## config.mk

```make
export PLATFORM = sky130hd
export DESIGN_NAME = pipelined_adder
export DESIGN_NICKNAME = d
export VERILOG_FILES = /design/src/rtl/pipelined_adder.sv
export SDC_FILE = /design/constraint.sdc
export NUM_CORES = 1
export LEC_CHECK = 0
export CORE_UTILIZATION = 30
export CTS_BUF_LIST = sky130_fd_sc_hd__clkbuf_4 sky130_fd_sc_hd__clkbuf_8 sky130_fd_sc_hd__clkbuf_16
export CTS_CLUSTER_SIZE = 14
export DETAILED_ROUTE_END_ITERATION = 8
export SLEW_MARGIN = 30
export SYNTH_ARGS = -nofsm -noshare
export SYNTH_HDL_FRONTEND = slang
export SYNTH_SLANG_ARGS = --single-unit
```

## constraint.sdc

```tcl
create_clock -name clk -period 2.2 [get_ports clk]
set_input_delay 0.22 -clock clk [delete_from_list [all_inputs] [get_ports clk]]
set_output_delay 0.22 -clock clk [all_outputs]
set_load 0.05 [all_outputs]
```

## src/rtl/pipelined_adder.sv

```systemverilog
// pipelined_adder
//
// Width-generic pipelined ripple-carry adder. Each of STAGES = WIDTH/CHUNK
// stages adds one CHUNK-bit slice, and the carry is registered between
// stages. Operand bits that are still to be added ride forward in skew
// registers. Finished low sum slices ride forward in deskew registers, so
// the full-width result lines up at the output register.
//
// One beat is accepted per clock. Results leave in order. A beat accepted
// at edge N is presented after edge N+STAGES. The whole pipe advances on a
// single enable, so a stall freezes every register, including the valid
// bits.
//
// Optional feature macro: PIPE_ADD_SUB_EN
//   When it is defined, the sub port exists. sub=1 computes a + ~b + ~cin,
//   that is a - b - cin, where cin acts as borrow-in and cout=1 means no
//   borrow.
//
// Parameters:
//   WIDTH      operand/result width; must be a positive multiple of CHUNK
//   CHUNK      bits added per stage
// Ports:
//   clk        rising-edge clock
//   rst        synchronous active-high reset
//   in_valid   operand beat present
//   in_ready   block can accept a beat this cycle
//   a, b       operands
//   cin        carry-in to bit 0
//   sub        subtract select (PIPE_ADD_SUB_EN only)
//   out_valid  result beat present
//   out_ready  downstream accepts the result
//   sum        result
//   cout       carry out of bit WIDTH-1
module pipelined_adder #(
  parameter int unsigned WIDTH = 16,
  parameter int unsigned CHUNK = 4
) (
  input  logic             clk,
  input  logic             rst,
  input  logic             in_valid,
  output logic             in_ready,
  input  logic [WIDTH-1:0] a,
  input  logic [WIDTH-1:0] b,
  input  logic             cin,
`ifdef PIPE_ADD_SUB_EN
  input  logic             sub,
`endif
  output logic             out_valid,
  input  logic             out_ready,
  output logic [WIDTH-1:0] sum,
  output logic             cout
);

  localparam int unsigned CHUNK_SAFE = (CHUNK == 0) ? 1 : CHUNK;
  localparam int unsigned STAGES     = WIDTH / CHUNK_SAFE;

  if ((CHUNK == 0) || (WIDTH == 0) || ((WIDTH % CHUNK_SAFE) != 0)) begin : g_param_check
    $error("pipelined_adder: WIDTH must be a positive multiple of CHUNK");
  end

  logic w_en;
  logic r_out_vld;
  logic [WIDTH-1:0] r_sum;
  logic r_cout;

  // Single lockstep enable: the pipe advances unless a result is parked
  // at the output and is not being taken.
  assign w_en      = !r_out_vld || out_ready;
  assign in_ready  = w_en;
  assign out_valid = r_out_vld;
  assign sum       = r_sum;
  assign cout      = r_cout;

  // Stage k registers its inputs. These are the operand bits still to be
  // added (the low CHUNK bits are this stage's slice), the incoming carry,
  // and the sum slices already completed by the earlier stages.
  for (genvar k = 0; k < STAGES; k++) begin : g_stage
    localparam int unsigned REM = WIDTH - k * CHUNK;

    logic             w_vld_nx;
    logic [REM-1:0]   w_a_nx;
    logic [REM-1:0]   w_b_nx;
    logic             w_c_nx;
    logic             w_sub_nx;
    logic [REM-1:0]   r_a_rem;
    logic [REM-1:0]   r_b_rem;
    logic             r_vld;
    logic             r_carry;
    logic             r_sub;
    logic [CHUNK-1:0] w_b_chunk;
    logic [CHUNK:0]   w_add;
    logic [(k+1)*CHUNK-1:0] w_sum;

    if (k == 0) begin : g_port
      assign w_vld_nx = in_valid;
      assign w_a_nx   = a;
      assign w_b_nx   = b;
`ifdef PIPE_ADD_SUB_EN
      // Subtract inverts cin once on entry. b is inverted slice by slice
      // in each stage, using the staged sub bit.
      assign w_sub_nx = sub;
      assign w_c_nx   = cin ^ sub;
`else
      assign w_sub_nx = 1'b0;
      assign w_c_nx   = cin;
`endif
      assign w_sum    = w_add[CHUNK-1:0];
    end else begin : g_prev
      logic [k*CHUNK-1:0] r_sum_lo;

      assign w_vld_nx = g_stage[k-1].r_vld;
      assign w_a_nx   = g_stage[k-1].r_a_rem[REM+CHUNK-1:CHUNK];
      assign w_b_nx   = g_stage[k-1].r_b_rem[REM+CHUNK-1:CHUNK];
      assign w_c_nx   = g_stage[k-1].w_add[CHUNK];
      assign w_sub_nx = g_stage[k-1].r_sub;
      assign w_sum    = {w_add[CHUNK-1:0], r_sum_lo};

      always_ff @(posedge clk) begin
        if (rst) begin
          r_sum_lo <= '0;
        end else if (w_en) begin
          r_sum_lo <= g_stage[k-1].w_sum;
        end
      end
    end

    always_ff @(posedge clk) begin
      if (rst) begin
        r_vld   <= 1'b0;
        r_a_rem <= '0;
        r_b_rem <= '0;
        r_carry <= 1'b0;
        r_sub   <= 1'b0;
      end else if (w_en) begin
        r_vld   <= w_vld_nx;
        r_a_rem <= w_a_nx;
        r_b_rem <= w_b_nx;
        r_carry <= w_c_nx;
        r_sub   <= w_sub_nx;
      end
    end

`ifdef PIPE_ADD_SUB_EN
    assign w_b_chunk = r_b_rem[CHUNK-1:0] ^ {CHUNK{r_sub}};
`else
    assign w_b_chunk = r_b_rem[CHUNK-1:0];
`endif
    assign w_add = {1'b0, r_a_rem[CHUNK-1:0]} + {1'b0, w_b_chunk}
                 + {{CHUNK{1'b0}}, r_carry};
  end

  always_ff @(posedge clk) begin
    if (rst) begin
      r_out_vld <= 1'b0;
      r_sum     <= '0;
      r_cout    <= 1'b0;
    end else if (w_en) begin
      r_out_vld <= g_stage[STAGES-1].r_vld;
      r_sum     <= g_stage[STAGES-1].w_sum;
      r_cout    <= g_stage[STAGES-1].w_add[CHUNK];
    end
  end

endmodule
```

### After elaboration in Yosys (flattened, before gate mapping)

Index checks and enable logic that the tools add are counted.

* $add $sub $neg: 8
* multipliers: 0
* divide/modulo/power cells: 0
* $lt $le $gt $ge: 0
* equal/unequal tests: 0
* shift-type cells: 0
* muxes and demuxes: 0
* bitwise operators: 0
* reductions and logical operators: 2

Operators by type and width (count)
* $add 4x4->5: 4
* $add 5x1->5: 4
* $logic_not 1->1: 1
* $logic_or 1x1->1: 1

* bits in registers: 130
* bits in latches: 0
* memory bits (writable): 0
* memory bits (read-only): 0
* input port bits: 37
* logic and storage cells: 32
* memories kept: 0

### Depth between registers and ports, before layout

Gate-level depths: netlist of the first run.

* depth in word-level cells: 2
* gate-level depth with buffers: 7
* gate-level depth less buffers: 6

### Worst setup path after synthesis of the first run

OpenSTA, ideal clock, no wires.

* path kind: register -> register
* start point: register g_stage[0].r_a_rem[0]
* end point: register g_stage[1].r_carry
* data arrival time: 1.609 ns
* slack: 0.462 ns
* cell stages (with the launch flop): 6
* clock period less this slack: 1.738 ns
* cell sequence: dfxtp_1 fa_1 fa_1 a21o_1 a211oi_1 nor3_1

* longest elaborated chain between the ends: 2

Ends and longest elaborated chain
* start, declared: line 85 `logic [REM-1:0] r_a_rem;`
* start signal, assigned: line 136 `r_a_rem <= w_a_nx;`
* $add 4x4->5: line 148 `assign w_add = {1'b0, r_a_rem[CHUNK-1:0]} + {1'b0, w_b_chunk}`
* $add 5x1->5: line 149 `+ {{CHUNK{1'b0}}, r_carry};`
* end signal, assigned: line 138 `r_carry <= w_c_nx;`
* end, declared: line 88 `logic r_carry;`

Every way passes these cells.
A chain may end at the register's enable or synchronous reset.

### Worst setup path after layout of the first run

Same ends and word-level chain as after synthesis.

==> flow_metrics.tcl, run 1 <==
set metrics [dict create \
    final-setup-viol-count 0 \
    gp_congestion 0.693 \
    dp_hpwl_um 6960 \
    outcome "complete, no violations" \
    antenna_cells 0 \
    start_kind "flop" \
    maxSlewViolCount 0 \
    cts_buffers 17 \
    syn-cell-area_um2 5800 \
    p_total_mw 5.41 \
    grt_pass1_wl_um 18300 \
    required_ns 2.47 \
    p_leak_nw 2.41 \
    clock.fmax_ghz 0.546 \
    cts_setup_buffers 0 \
    pin_count 56 \
    synth_common_cells "143 x nand2_1, 130 x dfxtp_1, 90 x a21oi_2, 90 x nand2_2, 30 x a21oi_1" \
    clock_latency_ns 0.41 \
    syn-num-nets 674 \
    grt_max_degree 79 \
    fin_nets 713 \
    grt_overflow 0 \
    initial_core_util_pct 30.8 \
    skew_ns 0.00692 \
    fp.dieH_um 141 \
    cts_buffer_depth 2 \
    drt_iter0_markers 144 \
    final.setup.tns_ns 0 \
    synth_edf_count 0 \
    grt_usage_pct 11.7 \
    via_per_inst 4.24 \
    maxSlewHeadroom_pct 55.1 \
    root_buffer "clkbuf_16" \
    ir_worst_vdd_mv 0.580 \
    arrival_ns 2.10 \
    grt_setup_unrepaired "false" \
    fin_area_um2 6910 \
    die_w_um 141 \
    h-tree-depth 4 \
    utilization_pct 36.7 \
    yosysTopAreaCellShare_pct 44.9 \
    rr_worst_depth 5 \
    period_needed_ns 1.83 \
    hold_path_depth 2 \
    synthToLayoutAreaGrowth_pct 19.2 \
    yosysTopAreaCell "dfxtp_1" \
    placed_area_um2 6390 \
    core_area_um2 18800 \
    via_count 3922 \
    synth-seq-area-share_pct 44.9 \
    drv_cap 0 \
    ys_seq_elements 130 \
    synthCells 617 \
    dieArea_um2 19900 \
    grt_pass1_vias 3647 \
    cts_hold_buf 0 \
    io_buffers 55 \
    finalWirelength_um 10700 \
    powerDensity_nw_per_um2 784 \
    drive_above_1_share_pct 33.3 \
    synth_ff_type "dfxtp_1" \
    path_class "flop to flop" \
    nFillCells 1955 \
    rows 50 \
    yosysWarningCount 0 \
    ys_async_sr_fraction_pct 0 \
    cts_resized 0 \
    drc 0 \
    ant_nets 0 \
    fin_crit_sh_pct 83.3 \
    avgRoutedWirePerCell_um 11.5 \
    yosysUniqueCellTypes 28 \
    clk_pin_slew_worst_paths_ns 0.05 \
    avgSynthCellArea_um2 9.40 \
    synth.most_common_cell "nand2_1" \
    end_kind "flop" \
    hold_path.class "primary input to flop" \
    netlist_top_cells_area "dfxtp_1 45%, a21oi_2 14%, nand2_2 9.7%" \
    antenna_found_initial 0 \
    finalHoldViolCount 0 \
    cts_tree "built" \
    cts_sinks 130 \
    worst_pin_slew_ns 0.673 \
    critPathMaxFanout 2 \
    drtPass1Iterations 4 \
]
[final cells by class]
cell class                      instances  area (um2)  area share (%)
Clock buffer                           23         489            7.08
Clock inverter                          6        33.8           0.489
Inverter                               12        50.0           0.724
Multi-Input combinational cell        431        2740            39.7
Sequential cell                       130        2600            37.7
Tap cell                              260         325            4.71
Timing Repair Buffer                   64         667            9.65
[sequential cells by signal (all words and copies together) (netlist names)]
| register | count |
|---|---|
| g_stage.r_b_rem | 40 |
| cout | 1 |
| g_stage.r_a_rem | 40 |
| g_stage.r_carry | 4 |
| sum | 16 |
| g_stage.g_prev.r_sum_lo | 24 |
| g_stage.r_vld | 4 |
| out_valid | 1 |
[report_power, final]
part	leakage (nW)	internal, mW	switching, mW
registers	1.07	2.46	0.0657
logic	1.08	0.189	0.209
clock network	0.269	1.54	0.958
total	2.41	4.18	1.23
[path summary, 6_finish.rpt]
| path | startpoint | to | slack (ns) |
|---|---|---|---|
| hold / removal | rst | out_valid | 0.25 |
| setup reg to reg | g_stage[0].r_a_rem[0] | g_stage[1].r_carry | 0.37 |
| hold reg to reg | g_stage[1].r_b_rem[11] | g_stage[1].r_b_rem[11] | 0.45 |
| setup / recovery | g_stage[0].r_a_rem[0] | g_stage[1].r_carry | 0.37 |
[logic make-up (layout without fill, tap and decap cells)]
group	after synthesis	in the layout	synth area share [%]
DFF	130	130	44.9
adders and majority gates	20	20	5.35
AOI/OAI and AO/OA	144	144	19.4
buffers and inverters	56	105	7.81
xor gates and xnor gates	4	4	0.604
and+or+nand+nor	263	263	21.9
[layout by cell type, fill, tap and decap left out, drive strengths merged, types with 6 or more instances in the layout]
cell           Yosys  final
clkbuf             3     23
nand2            233    233
clkdlybuf4s50      0     53
nor2              13     13
buf               41     11
inv               11     11
nand3b             6      6
ha                12     12
a21oi            120    120
dfxtp            130    130
a211oi             8      8
clkinv             1      7
fa                 8      8
[metrics by stage]
step / worst slack (ns) / hold WS [ns] / instances
after floorplan: 0.462 / 0.354 / 617
after global placement: 0.404 / 0.441 / 897
after detailed placement: 0.382 / 0.444 / 897
after CTS: 0.357 / 0.272 / 926
after global routing: 0.280 / 0.271 / 926
final: 0.368 / 0.254 / 926
[critical path, stage by stage, from the launching register on]
cell	delay, ns
dfxtp_1	0.32
fa_1	0.46
fa_1	0.41
a21o_1	0.19
a211oi_1	0.23
nor3_1	0.07
[layer usage]
layer / up-vias / routed length, um / track usage (%)
met4: 0 / 133 / 4.98
met1: 1759 / 5640 / 16.2
met5: - / 0 / 0
li1: 2096 / - / -
met2: 57 / 4540 / 16.4
met3: 10 / 380 / 3.91
Note: power is estimated with default switching activity, not from simulation.
==> run 2: changes to the inputs <==
- clock period: 2.2 -> 1.54 ns (I/O delays scaled with it)
==> run 2 against run 1 <==
  * The run now ends with setup timing left
  * Setup slack worse by 0.47 ns
  * Sequential power is 43% higher
  * Hold slack worse by 0.12 ns
  * Power is 60% higher
  * Via count up 2.7%
  * Core utilization grew 1.8 points
  * Critical path depth is the same
  * Design area is 5.0% higher
  * Register-to-register slack got worse by 0.47 ns
  * Global-route usage is 0.80 points higher
  * Non-clock buffer count rose by 19
  * First-iteration DRC count grew 51%
  * Critical path type unchanged
  * Largest cell class unchanged
==> flow_metrics.tcl, run 2 (synthesized netlist as in run 1, its figures left out) <==
set metrics [dict create \
    grt_pass1_vias 3907 \
    setup_slack_ns -0.104 \
    finalHoldViolCount 0 \
    avgRoutedWirePerCell_um 11.9 \
    fin_crit_sh_pct 107 \
    grt_setup_unrepaired "true" \
    synthToLayoutAreaGrowth_pct 25.1 \
    crit_buf_inv 1 \
    clk_pin_slew_worst_paths_ns 0.06 \
    crit_family "adder cells" \
    cp_slowest_stage_delay_ns 0.39 \
    rr_worst_depth 5 \
    skew_ns 0.00707 \
    cts_tree "built" \
    fin_area_um2 7250 \
    antenna_found_initial 0 \
    root_buffer "clkbuf_16" \
    drc 0 \
    required_ns 1.87 \
    finalWirelength_um 11300 \
    clock.fmax_ghz 0.608 \
    final.setup.tns_ns -0.212 \
    cts_buffers 17 \
    die_w_um 141 \
    cts_hold_buf 0 \
    path_cells "fa_2 -> fa_2 -> buf_4 -> xnor2_2 -> a211oi_2" \
    drv_cap 0 \
    grt_usage_pct 12.5 \
    placed_area_um2 6520 \
    violations "setup timing" \
    grt_overflow 0 \
    via_count 4027 \
    core_area_um2 18800 \
    path_class "flop to flop" \
    p_leak_nw 2.63 \
    h-tree-depth 4 \
    final-setup-viol-count 3 \
    largestRegisters "g_stage.r_a_rem: 40 flops, g_stage.r_b_rem: 40 flops, g_stage.g_prev.r_sum_lo: 24 flops" \
    worst_pin_slew_ns 0.460 \
    ir_worst_vdd_mv 0.889 \
    final_common_cell "nand2_1" \
    rows 50 \
    p_total_mw 8.66 \
    cp_num_cells 5 \
    grt_pass1_wl_um 19500 \
    drtPass1Iterations 4 \
    outcome "finished, violations left" \
    gp_congestion 0.726 \
    fin_nets 732 \
    maxSlewViolCount 0 \
    drt_iter0_markers 218 \
    nFillCells 1936 \
    antenna_cells 0 \
    final_cell_mix "143 x nand2_1, 120 x dfxtp_1, 90 x nand2_2, 90 x a21oi_2, 40 x buf_4" \
    via_per_inst 4.25 \
    grt_max_degree 48 \
    dp_hpwl_um 7860 \
    fp.dieH_um 141 \
    dieArea_um2 19900 \
    hold_path_depth 2 \
    period_needed_ns 1.64 \
    ant_nets 0 \
    powerDensity_nw_per_um2 1190 \
    cts_buffer_depth 2 \
    end_kind "flop" \
    drive_above_1_share_pct 42.0 \
    start_kind "flop" \
    cpMostUsedCell "fa_2" \
    hold_path.class "primary input to flop" \
    cpMaxStageDelayCell "fa_2" \
    maxSlewHeadroom_pct 69.3 \
    cts_sinks 130 \
    arrival_ns 1.98 \
    initial_core_util_pct 30.8 \
    preCtsSetupSlack_ns -0.0972 \
    clock_latency_ns 0.41 \
    io_buffers 55 \
    pin_count 56 \
    critPathMaxFanout 2 \
]
[run 2: power by group]
group | switching (mW) | leakage (nW) | internal [mW]
Sequential | 0.0987 | 1.07 | 3.51
Clock | 1.50 | 0.319 | 2.96
Combinational | 0.306 | 1.24 | 0.286
Total | 1.91 | 2.63 | 6.75
[run 2: worst register-to-register path, delay by kind of cell (launching register included)]
family | cells | cell delay (ns)
xor+xnor | 1 | 0.13
compound gates | 1 | 0.22
buf+inv | 1 | 0.15
flops | 1 | 0.33
fa+ha+maj | 2 | 0.75
[run 2: through the flow]
stage / util (%) / hold slack [ns] / std cells
final: 38.5 / 0.134 / 948
after global routing: 38.5 / 0.149 / 948
after detailed placement: 34.6 / 0.445 / 913
after floorplan: - / 0.287 / 617
after global placement: 34.6 / 0.440 / 913
after CTS: 38.2 / 0.118 / 946
[run 2: path summary, 6_finish.rpt]
check | start | endpoint | slack (ns)
worst max-delay path | g_stage[0].r_carry | g_stage[1].g_prev.r_sum_lo[2] | -0.10
worst min register to register | g_stage[1].r_b_rem[11] | g_stage[1].r_b_rem[11] | 0.45
worst min-delay path | rst | g_stage[1].g_prev.r_sum_lo[0] | 0.13
worst max register to register | g_stage[0].r_carry | g_stage[1].g_prev.r_sum_lo[2] | -0.10
[run 2: routing by layer]
layer	up-vias	track usage (%)	share of wire (%)
met5	-	0	0
met1	1830	17.3	52
met2	53	18.1	43
met3	11	3.74	3.4
met4	0	4.81	1.3
li1	2133	-	-
[run 2: cell type report]
| class | count | area [um2] | area share, % |
|---|---|---|---|
| Tap cell | 260 | 325 | 4.49 |
| Clock buffer | 19 | 453 | 6.24 |
| Inverter | 12 | 50.0 | 0.690 |
| Timing Repair Buffer | 83 | 802 | 11.1 |
| Multi-Input combinational cell | 431 | 2800 | 38.6 |
| Sequential cell | 130 | 2620 | 36.1 |
| Clock inverter | 13 | 206 | 2.85 |
[run 2: repair_timing]
item,CTS,global route
buffers inserted,1,2
setup endpoints to repair,10,15
resized for setup,9,13
pin swaps,6,6
==> run 3: changes to the inputs <==
- CTS_CLUSTER_DIAMETER: default -> 30
==> results of run 3 <==
The final DEF is identical to that of run 2; final timing and power are the same.
